$ cat config.mk
export PLATFORM = sky130hd
export DESIGN_NAME = predecode_fetch_sequencer
export DESIGN_NICKNAME = d
export VERILOG_FILES = /design/src/rtl/predecode_pkg.sv /design/src/rtl/predecode_boundary_scan.sv /design/src/rtl/predecode_fetch_sequencer.sv
export SDC_FILE = /design/constraint.sdc
export NUM_CORES = 1
export LEC_CHECK = 0
export ABC_AREA = 1
export CAP_MARGIN = 10
export CORE_AREA = 2 2 230 232
export CTS_CLUSTER_SIZE = 8
export DETAILED_ROUTE_END_ITERATION = 8
export DIE_AREA = 0 0 232 234
export PLACE_DENSITY = 0.6
export SLEW_MARGIN = 20
export SYNTH_ARGS = -nofsm -noshare
export SYNTH_HDL_FRONTEND = slang
export SYNTH_HIERARCHICAL = 1
export SYNTH_SLANG_ARGS = --single-unit
$ cat constraint.sdc
create_clock -name clock -period 4.7 [get_ports clock]
set_input_delay 0.94 -clock clock [delete_from_list [all_inputs] [get_ports clock]]
set_output_delay 0.94 -clock clock [all_outputs]
set_load 0.01 [all_outputs]
$ cat src/rtl/predecode_pkg.sv
// Shared types and sizing for the predecode fetch sequencer.
package predecode_pkg;

  localparam int PACKET_HALVES = 16;
  localparam int HALF_W        = 16;
  localparam int SEQ_W         = 8;

  typedef logic [HALF_W-1:0] half_t;

  typedef enum logic {
    EMPTY = 1'b0,
    FULL  = 1'b1
  } seq_state_e;

endpackage

$ cat src/rtl/predecode_boundary_scan.sv
// Combinational instruction-start scan over one held packet, driven by
// PreDecode's per-slot isRVC feedback.
module predecode_boundary_scan
  import predecode_pkg::*;
(
  input  logic [4:0]               eff_start,
  input  logic [3:0]               end_offset,
  input  logic [PACKET_HALVES-1:0] is_rvc,
  output logic [PACKET_HALVES-1:0] inst_valid,
  output logic                     half_tail
);

  logic run;
  logic prev_rvc;

  // run tracks start(i): an RVI start makes the following slot its upper half.
  always_comb begin
    run        = 1'b0;
    prev_rvc   = 1'b0;
    inst_valid = '0;
    for (int i = 0; i < PACKET_HALVES; i++) begin
      if (eff_start == 5'(i)) begin
        run = 1'b1;
      end else if (eff_start < 5'(i)) begin
        run = run ? prev_rvc : 1'b1;
      end
      inst_valid[i] = run && (eff_start <= 5'(i)) && (4'(i) <= end_offset);
      prev_rvc      = is_rvc[i];
    end
    half_tail = inst_valid[PACKET_HALVES-1] && !is_rvc[PACKET_HALVES-1] &&
                (end_offset == 4'd15);
  end

endmodule

$ cat src/rtl/predecode_fetch_sequencer.sv
// Single-entry fetch-packet holding register feeding PreDecode, with straddling
// RVI carry and sequence tagging. Optional perf counters: PREDECODE_SEQ_PERF_EN.
//
// state | meaning
// EMPTY | no packet held
// FULL  | packet held, io_out_valid=1
module predecode_fetch_sequencer #(
  parameter int PACKET_HALVES = predecode_pkg::PACKET_HALVES,
  parameter int HALF_W        = predecode_pkg::HALF_W,
  parameter int SEQ_W         = predecode_pkg::SEQ_W
) (
  input  logic                              clock,
  input  logic                              reset,
  input  logic                              io_flush,
  input  logic                              io_in_valid,
  output logic                              io_in_ready,
  input  logic [(PACKET_HALVES+1)*HALF_W-1:0] io_in_data,
  input  logic [3:0]                        io_in_startOffset,
  input  logic [3:0]                        io_in_endOffset,
  output logic [(PACKET_HALVES+1)*HALF_W-1:0] io_pd_data,
  input  logic [PACKET_HALVES-1:0]          io_pd_isRVC,
  output logic                              io_out_valid,
  input  logic                              io_out_ready,
  output logic [PACKET_HALVES-1:0]          io_out_instValid,
  output logic                              io_out_halfTail,
  output logic [SEQ_W-1:0]                  io_out_seq
`ifdef PREDECODE_SEQ_PERF_EN
  ,
  output logic [31:0]                       io_perf_stallCycles,
  output logic [31:0]                       io_perf_carryPackets
`endif
);

  import predecode_pkg::*;

  seq_state_e              state;
  logic                    carry;
  logic [4:0]              eff_start;
  logic [3:0]              end_offset;
  logic [SEQ_W-1:0]        seq_cnt;
  logic [PACKET_HALVES-1:0] scan_valid;
  logic                    scan_tail;
  logic                    accept;
  logic                    out_fire;
  logic                    carry_in;

  predecode_boundary_scan u_scan (
    .eff_start  (eff_start),
    .end_offset (end_offset),
    .is_rvc     (io_pd_isRVC),
    .inst_valid (scan_valid),
    .half_tail  (scan_tail)
  );

  assign io_out_valid     = (state == FULL);
  assign io_in_ready      = !io_flush && ((state == EMPTY) || io_out_ready);
  assign accept           = io_in_valid && io_in_ready;
  assign out_fire         = io_out_valid && io_out_ready && !io_flush;
  assign io_out_instValid = io_out_valid ? scan_valid : '0;
  assign io_out_halfTail  = io_out_valid && scan_tail;
  // A packet accepted while the straddling one leaves must see that carry now.
  assign carry_in         = out_fire ? io_out_halfTail : carry;

  always_ff @(posedge clock) begin
    if (reset) begin
      state      <= EMPTY;
      carry      <= 1'b0;
      eff_start  <= '0;
      end_offset <= '0;
      io_pd_data <= '0;
      io_out_seq <= '0;
      seq_cnt    <= '0;
    end else if (io_flush) begin
      state <= EMPTY;
      carry <= 1'b0;
    end else begin
      if (out_fire) carry <= io_out_halfTail;
      if (accept) begin
        state      <= FULL;
        io_pd_data <= io_in_data;
        end_offset <= io_in_endOffset;
        eff_start  <= {1'b0, io_in_startOffset} + {4'b0, carry_in};
        io_out_seq <= seq_cnt;
        seq_cnt    <= seq_cnt + 1'b1;
      end else if (out_fire) begin
        state <= EMPTY;
      end
    end
  end

`ifdef PREDECODE_SEQ_PERF_EN
  always_ff @(posedge clock) begin
    if (reset) begin
      io_perf_stallCycles  <= '0;
      io_perf_carryPackets <= '0;
    end else begin
      if (io_out_valid && !io_out_ready && (io_perf_stallCycles != '1))
        io_perf_stallCycles <= io_perf_stallCycles + 1'b1;
      if (accept && carry_in && (io_perf_carryPackets != '1))
        io_perf_carryPackets <= io_perf_carryPackets + 1'b1;
    end
  end
`endif

endmodule
==> reports/results.tsv <==
metric	value	unit
status	finished, final reports clean	
clk_pin_slew	0.05	ns
clock_path_buffers	3	
setup.worst_path.end_class	output pin	
grt_max_degree	159	
place_area	0.0178	mm²
wire_per_inst	15.0	µm
most-common-layout-cells	637 x nand2_1, 590 x clkdlybuf4s50_1, 299 x a21oi_1	
clkLatencyLatePin	0.54	ns
hold_class	reg2reg	
dr.max_layer_used	met5	
setup_tns	0	ns
drc	0	
worst_ep_arrival_time	3.49	ns
portBuffers	599	
drtPass1Iterations	5	
worstReg2RegEnd	eff_start[2]	
core	0.0520	mm²
rsz0062_at_grt	true	
yosys_warnings	6	
mostFrequentLayoutCell	nand2_1	
final_util	36.7	%
die-area	0.0543	mm²
die_height	234	µm
routed-wl-met3	4.00	mm
via_count	11800	
avgViaCountPerCell	4.27	
cap_violations	0	
rows	84	
ir_drop	0.000221	V
grt_pass1_vias	11200	
crit_path_max_incr_delay	0.16	ns
htree_levels	2	
ys_types	31	
postRouteAntennaNets	0	
cellLeakagePower	7.17	nW
ys_seq_area_share	52.7	%
io_pins	600	
finalMaxSlewViolations	0	
start_util	21.9	%
fin_cells	2766	
antenna_found_initial	2	
cts.sink_count	299	
synth_area	0.0114	mm²
drive_gt1_share	6.74	%
routedLengthMet1	16.2	mm
synthFlopType	dfxtp_1	
cts_hold_buf	0	
routabilityCongestion	0.857	
cts_tree	done	
critical_path.endpoint	io_out_instValid[14]	
cellPowerDensity	335	mW/mm²
finalSetupViolCount	0	
place_inst	2704	
worst_pin_slew	0.831	ns
drt_iter0_markers	507	
synth_nets	1802	
fin_crit	4.43	ns
synth_seq_cells	299	
synth-edff-count	0	
relSlewSlack	44.6	%
start_kind	input port	
grt_pass1_wl	61.3	mm
wl	41.5	mm
track_usage	14.1	%
post-route-cell-area	0.0191	mm²
nets	2378	
crit_type	in2out	
cp.required	3.76	ns
cts_root_buf	clkbuf_16	
overflow	0	
place_hpwl	29.2	mm
avgSynthCellArea	7.59	µm²
syn_to_final_growth	68.1	%
cts_buffers	43	
cp_slowest_cell	o21bai_1	
finClkSkew	0.00706	ns
die_w	232	µm
rrSetupSlack	0.69	ns
cpMostUsedCell	nand2_2	
critPathMaxFanout	2	
fin_crit_sh	94.3	%
synth_cells	1498	
fmax	226	MHz
startpoint	io_pd_isRVC[1]	
p_total	6.39	mW
hold_viol_final	0	
r2r-start	eff_start[3]	
async_flop_share	0	%
wl_met2	20.0	mm
worstRegToRegCells	42	
==> registers in the layout, indices dropped and copies added, names as in the netlist <==
register	flops
io_out_seq	8
io_out_valid	1
seq_cnt	8
carry	1
io_pd_data	272
eff_start	5
end_offset	4
==> Yosys cell counts (2+ instances only) <==
cell        n  area (µm²)
a21oi_2     8        70.1
nand3_1    13        65.1
inv_1      54         203
nand2_2    10        62.6
ha_1        3        37.5
a21oi_1   299        1500
buf_2      38         190
buf_6      33         372
nand3_2     3        30.0
nor2_1     29         109
inv_2       7        26.3
o21ai_0     5        25.0
nor3_1      2        10.0
xor2_1      2        17.5
nor2_2      3        18.8
clkbuf_1   23        86.3
nand2_1   647        2430
dfxtp_1   299        5990
buf_1       8        30.0
==> metrics by stage <==
step / hold slack, ns / setup slack, ns
2_1_floorplan: 0.443 / 0.906
3_3_place_gp: 0.451 / -0.411
3_5_place_dp: 0.455 / -0.418
4_1_cts: 0.462 / 0.00179
5_1_grt: 0.475 / -0.0766
6_report: 0.460 / 0.269
==> worst min path at each step <==
stage | to | slack, ns | start | cells past startpoint
global placement | io_pd_data[155] | 0.45 | io_pd_data[155] | 2
CTS | io_pd_data[36] | 0.46 | io_pd_data[36] | 2
floorplan | end_offset[2] | 0.44 | end_offset[2] | 2
finish | io_pd_data[182] | 0.46 | io_pd_data[182] | 2
detailed placement | io_pd_data[36] | 0.45 | io_pd_data[36] | 2
global route | io_pd_data[266] | 0.47 | io_pd_data[266] | 2
==> cell families (layout without fill, tap and decap cells) <==
group | after synthesis | in the layout | share of synthesized area (%)
compound gates | 317 | 317 | 14.4
xor+xnor | 3 | 3 | 0.231
flops | 299 | 299 | 52.7
fa+ha+maj | 3 | 3 | 0.330
buf+inv | 163 | 742 | 7.98
simple gates | 713 | 713 | 24.4
other cells | 0 | 1 | 0
==> area by class of cell <==
cell class / instances / area (µm²)
Fill cell: 5361 / 32900
Timing Repair Buffer: 633 / 6330
Clock inverter: 1 / 5.00
Antenna cell: 1 / 2.50
Multi-Input combinational cell: 1036 / 4540
Sequential cell: 299 / 6000
Inverter: 61 / 239
Clock buffer: 47 / 1130
Tap cell: 688 / 861
==> critical path: cells and delay by family <==
kind	cells	cell delay (ns)
AOI/OAI and AO/OA	2	0.26
and+or+nand+nor	26	1.69
buffers and inverters	6	0.59
==> report_power, final <==
| group | switching, mW | internal [mW] |
|---|---|---|
| clock | 1.07 | 1.67 |
| sequential | 0.0665 | 2.65 |
| combinational | 0.409 | 0.528 |
==> timing repair <==
action | 4_1_cts | 5_1_grt
setup endpoints to repair | 4 | 6
buffers inserted | 0 | 13
pin swaps | 0 | 20
resized for setup | 13 | 38
==> metal layers <==
metal / vias to the layer above / GRT usage, %
li1: 5861 / -
met1: 5400 / 15.8
met2: 469 / 24.1
met3: 77 / 5.35
met4: 2 / 5.57
met5: - / 0
Power figures use the tool's default switching activity.
